<file path="src/rtl/mcp4922_pkg.sv">
// Frame layout and receiver state encoding for the MCP4922 command stream.
// Shared by the transmit-side DAC driver and the loopback receiver.
package mcp4922_pkg;
    localparam int FRAME_BITS = 16;
    localparam int AXIS_BIT   = 15;
    localparam int BUF_BIT    = 14;
    localparam int GA_BIT     = 13;
    localparam int SHDN_BIT   = 12;
    localparam int VALUE_MSB  = 11;

    typedef enum logic [1:0] {SKIP, IDLE, RECV, OVERRUN} rx_state_t;
endpackage

</file>
<file path="src/rtl/mcp4922_rx_sync_edge.sv">
// N-stage synchronizer with a trailing edge-detect flop and rise/fall pulses.
module sync_edge #(
    parameter int   N       = 2,
    parameter logic RST_VAL = 1'b0
) (
    input  logic clk,
    input  logic reset,
    input  logic i_d,
    output logic o_q,
    output logic o_rise,
    output logic o_fall
);
    logic [N-1:0] r_sync;
    logic         r_last;

    // Reset to a caller-chosen level so release of reset never fakes an edge.
    always_ff @(posedge clk) begin
        if (reset) begin
            r_sync <= {N{RST_VAL}};
            r_last <= RST_VAL;
        end else begin
            r_sync <= {r_sync[N-2:0], i_d};
            r_last <= r_sync[N-1];
        end
    end

    assign o_q    = r_sync[N-1];
    assign o_rise = r_sync[N-1] & ~r_last;
    assign o_fall = ~r_sync[N-1] & r_last;
endmodule

</file>
<file path="src/rtl/mcp4922_rx.sv">
// MCP4922 SPI loopback receiver: decodes 16-bit DAC frames and pairs
// consecutive A/B writes into (x, y) beam positions.
module mcp4922_rx
    import mcp4922_pkg::*;
#(
    parameter int SYNC_STAGES = 2
) (
    input  logic        clk,
    input  logic        reset,
    input  logic        spi_sck,
    input  logic        spi_cs_n,
    input  logic        spi_sdi,
    output logic        word_valid,
    output logic        word_axis,
    output logic        word_buf,
    output logic        word_gain_n,
    output logic        word_shdn_n,
    output logic [11:0] word_value,
    output logic        frame_err,
    output logic [11:0] x_out,
    output logic [11:0] y_out,
    output logic        point_valid
);
    localparam logic [4:0] FRAME_CNT = 5'(FRAME_BITS);

    logic w_sck_q, w_sck_rise, w_sck_fall;
    logic w_cs_q, w_cs_rise, w_cs_fall;
    logic w_sdi;
    logic w_sck_unused;

    sync_edge #(.N(SYNC_STAGES), .RST_VAL(1'b0)) u_sck (
        .clk(clk), .reset(reset), .i_d(spi_sck),
        .o_q(w_sck_q), .o_rise(w_sck_rise), .o_fall(w_sck_fall)
    );

    // cs_n syncs reset low so SKIP waits for a genuinely observed high level.
    sync_edge #(.N(SYNC_STAGES), .RST_VAL(1'b0)) u_cs (
        .clk(clk), .reset(reset), .i_d(spi_cs_n),
        .o_q(w_cs_q), .o_rise(w_cs_rise), .o_fall(w_cs_fall)
    );

    assign w_sck_unused = w_sck_q ^ w_sck_fall;

    logic [SYNC_STAGES-1:0] r_sdi_sync;
    always_ff @(posedge clk) begin
        if (reset) r_sdi_sync <= '0;
        else       r_sdi_sync <= {r_sdi_sync[SYNC_STAGES-2:0], spi_sdi};
    end
    assign w_sdi = r_sdi_sync[SYNC_STAGES-1];

    rx_state_t   r_state;
    logic [15:0] r_shift;
    logic [4:0]  r_count;
    logic        r_done_ok;
    logic        r_done_err;
    logic        r_pending_x;

    always_ff @(posedge clk) begin
        if (reset) begin
            r_state     <= SKIP;
            r_shift     <= '0;
            r_count     <= '0;
            r_done_ok   <= 1'b0;
            r_done_err  <= 1'b0;
            word_axis   <= 1'b0;
            word_buf    <= 1'b0;
            word_gain_n <= 1'b0;
            word_shdn_n <= 1'b0;
            word_value  <= '0;
        end else begin
            r_done_ok  <= 1'b0;
            r_done_err <= 1'b0;
            case (r_state)
                SKIP: if (w_cs_q) r_state <= IDLE;
                IDLE: if (w_cs_fall) begin
                    r_shift <= '0;
                    r_count <= '0;
                    r_state <= RECV;
                end
                RECV: if (w_cs_rise) begin
                    if (r_count == FRAME_CNT) begin
                        r_done_ok   <= 1'b1;
                        word_axis   <= r_shift[AXIS_BIT];
                        word_buf    <= r_shift[BUF_BIT];
                        word_gain_n <= r_shift[GA_BIT];
                        word_shdn_n <= r_shift[SHDN_BIT];
                        word_value  <= r_shift[VALUE_MSB:0];
                    end else begin
                        r_done_err <= 1'b1;
                    end
                    r_state <= IDLE;
                end else if (w_sck_rise) begin
                    if (r_count == FRAME_CNT) begin
                        r_state <= OVERRUN;
                    end else begin
                        r_shift <= {r_shift[14:0], w_sdi};
                        r_count <= r_count + 5'd1;
                    end
                end
                OVERRUN: if (w_cs_rise) begin
                    r_done_err <= 1'b1;
                    r_state    <= IDLE;
                end
                default: r_state <= SKIP;
            endcase
        end
    end

    // Pulses and positions trail the field load by one cycle so word_* are stable.
    always_ff @(posedge clk) begin
        if (reset) begin
            word_valid  <= 1'b0;
            frame_err   <= 1'b0;
            point_valid <= 1'b0;
            x_out       <= '0;
            y_out       <= '0;
            r_pending_x <= 1'b0;
        end else begin
            word_valid  <= r_done_ok;
            frame_err   <= r_done_err;
            point_valid <= 1'b0;
            if (r_done_ok && word_shdn_n) begin
                if (!word_axis) begin
                    x_out       <= word_value;
                    r_pending_x <= 1'b1;
                end else begin
                    y_out       <= word_value;
                    point_valid <= r_pending_x;
                    r_pending_x <= 1'b0;
                end
            end
        end
    end
endmodule
</file>
<file path="config.mk">
export PLATFORM = sky130hd
export DESIGN_NAME = mcp4922_rx
export DESIGN_NICKNAME = d
export VERILOG_FILES = /design/src/rtl/mcp4922_pkg.sv /design/src/rtl/mcp4922_rx_sync_edge.sv /design/src/rtl/mcp4922_rx.sv
export SDC_FILE = /design/constraint.sdc
export NUM_CORES = 1
export LEC_CHECK = 0
export ABC_AREA = 1
export CAP_MARGIN = 25
export CORE_MARGIN = 4
export CORE_UTILIZATION = 40
export CTS_CLUSTER_DIAMETER = 150
export DETAILED_ROUTE_END_ITERATION = 8
export SLEW_MARGIN = 15
export SYNTH_ARGS = -nofsm -noshare
export SYNTH_HDL_FRONTEND = slang
export SYNTH_SLANG_ARGS = --single-unit
export TNS_END_PERCENT = 5
</file>
<file path="constraint.sdc">
create_clock -name clk -period 3.5 [get_ports clk]
set_clock_uncertainty 0.05 [all_clocks]
set_input_delay 0.35 -clock clk [delete_from_list [all_inputs] [get_ports clk]]
set_output_delay 0.35 -clock clk [all_outputs]
set_load 0.01 [all_outputs]
</file>
==> metrics.txt <==
outcome=finished clean; # clock sinks=77; clock root buffer=clkbuf_8; estimated wirelength of the detail-placed design=~4.9 mm; gpl congestion=just over 0.8; DRC Markers=0; pin count of the biggest net entering global routing=37; initial antenna violation count=0; asr flop ratio synth=0%; most common cell in the netlist=nor2_1; ant diodes=0; vias in the first global route=around 2600; Mapped Nets=around 450; nets@finish=a little under 500; Critical Path Sink Type=register; Mapped Cells=about 440; DRT antenna net count=0; PD cells=around 700 mW/mm^2; DIE HEIGHT=97.0 um; final core utilization=50.0%; hold path start=r_done_err$_SDFF_PP0_; final hold violation count=0; min Tclk post-route=~2.2 ns; Setup TNS=0 ns; Routed WL=roughly 7.1 mm; number of max-cap violations=0; final worst-path setup slack=approximately 1.3 ns; leakage=between 1.5 and 2 nW; Fillers=between 700 and 800; GRT Total Usage=between 10% and 20%; combinational fraction of design power=about a third; final setup violation count=0; CTS max path bufs=2; Slew headroom=between 60% and 70%; post-CTS sizing=0; first-pass GRT wire length=around 12 mm; VDD IR max=about 0.00035 V; number of buffers created by CTS=9; Multi-input gate area=between 0.001 and 0.0015 sq mm; FP Rows=32; CP startpoint=r_state[0]$_SDFFE_PP0P_; top cells by area, synth=dfxtp_1, nor2_1, nand2_1; Netlist Area Pre-Place=between 0.003 and 0.004 sq mm; f_max=approximately 450 MHz; Seq. cell area=between 0.0015 and 0.002 sq mm; drt pass-1 iters=4; Worst Path Max Fanout=27; die width=roughly 97 um; reg-to-reg startpoint=r_state[0]$_SDFFE_PP0P_; Placed Instances=around 570; crit path kind=reg2reg; Vias=around 2700; Yosys warning count=0; core region area=approximately 0.0077 sq mm; Crit path arrival time=2.43 ns; Startpoint Class=register; Final Cycle Share=a little under two thirds; layout cells sized above 1=under 10%; Synth-to-Final Area Change=21.8%; # IOs=48; Int Pwr=between 0.0015 and 0.002 W; DRT iter0 DRCs=roughly 110; Mean Syn Cell Area=approximately 7.3 sq um; die area=about 0.0094 sq mm; clock slew at reported path FFs=about 0.080 ns; GRT overflow=0; Yosys top cell area share=about half; Final Slew Violations=0; Port-buffer cells=between 40 and 50; Final Total Pwr=around 0.0027 W; Skew-Pair Late Insertion Delay=0.35 ns; Reg2Reg Depth=7; CTS tree=done; distinct cell type count after synthesis=24; register area share after synthesis=a little under 50%; post-route insts no fill=581; RSZ-0062 raised after global routing=no; postcts setup bufs=0; Sw Share=about two fifths; post-synth top area cell=dfxtp_1; setup slack at placement=roughly 1.3 ns; ys flop type=dfxtp_1; post-synthesis register bit count=just under 80; post-cts hold buffer count=0; clock network power share=25.1%; worst hold stages=2; starting density of the core=around two fifths; measured slew at the worst slew-check pin=just under 0.6 ns; switching power=0.00105 W; HP Class=reg2reg; number of flops mapped to enable cells by yosys=0; routed len/inst=around 12 um; top cells by count, synth=nor2_1, nand2_1, dfxtp_1; H-tree depth=3; Data required, critical path=approximately 3.7 ns; vias per std cell=approximately 4.6; Seq pwr share=a little over two fifths
-- power by group through the flow --
stage	Clock, W	Combinational [W]	Sequential [W]
after floorplan	0	0.000796	0.00112
after global placement	0	0.000885	0.00115
after detailed placement	0	0.000898	0.00115
after CTS	0.000696	0.000902	0.00113
after global routing	0.000743	0.00105	0.00116
final	0.000680	0.000894	0.00114
-- placed cells by master (no fill, tap or decap), types with 4 or more instances in the layout --
master / instances
a21oi_1: 21
a21oi_2: 4
buf_4: 4
clkbuf_8: 9
clkdlybuf4s50_1: 47
dfxtp_1: 77
ha_1: 7
inv_1: 48
nand2_1: 86
nand3_1: 28
nor2_1: 98
o21ai_0: 24
o21ai_1: 4
-- registers in the layout (all words and copies together) (netlist names), 2 cells and up --
name          flops
y_out            12
r_state           2
u_sck.r_sync      2
x_out            12
r_count           5
word_value       12
r_sdi_sync        2
u_cs.r_sync       2
r_shift          16
-- worst max-delay path: stages, from the launching register on --
cell and delay, ns:
dfxtp_1 0.37, inv_1 0.10, ha_1 0.45, nand3_2 0.19, nor2_4 0.52, inv_1 0.24
nor2_1 0.14, nor2_1 0.06
-- cell type report --
type	count	area share, %
clock buffers	10	3.31
clock inverters	6	1.85
inverters	50	4.86
multi-input cells	285	33.8
flip-flops and latches	77	39.9
well taps	102	3.31
repair buffers	51	13.0
-- kinds of logic after synthesis --
group	Yosys count	synth area share, %
AO/OA/AOI/OAI	53	8.85
XOR/XNOR	1	0.277
adder cells (fa/ha/maj)	7	2.76
buffers and inverters	73	10.2
flip-flops	77	48.7
AND/OR/NAND/NOR	224	29.3
-- stage by stage --
stage,hold WS [ns],instance area (sq um)
final,0.358,3860
after global routing,0.382,3860
after CTS,0.359,3860
after detailed placement,0.345,3660
after global placement,0.346,3660
after floorplan,0.338,3170
-- final timing paths --
check | endpoint | slack [ns]
hold reg to reg | frame_err$_SDFF_PP0_ | 0.36
hold / removal | frame_err$_SDFF_PP0_ | 0.36
setup / recovery | word_value[8]$_SDFFE_PP0P_ | 1.27
setup reg to reg | word_value[8]$_SDFFE_PP0P_ | 1.27
-- layer usage --
metal | part of all wire, % | track usage (%) | vias up
met5 | 0 | 0 | -
met4 | 2.0 | 7.24 | 0
met3 | 3.2 | 3.97 | 13
met2 | 45 | 25.1 | 30
met1 | 50 | 20.7 | 1234
li1 | - | - | 1416
No activity file was read; power rests on OpenSTA's default activity.
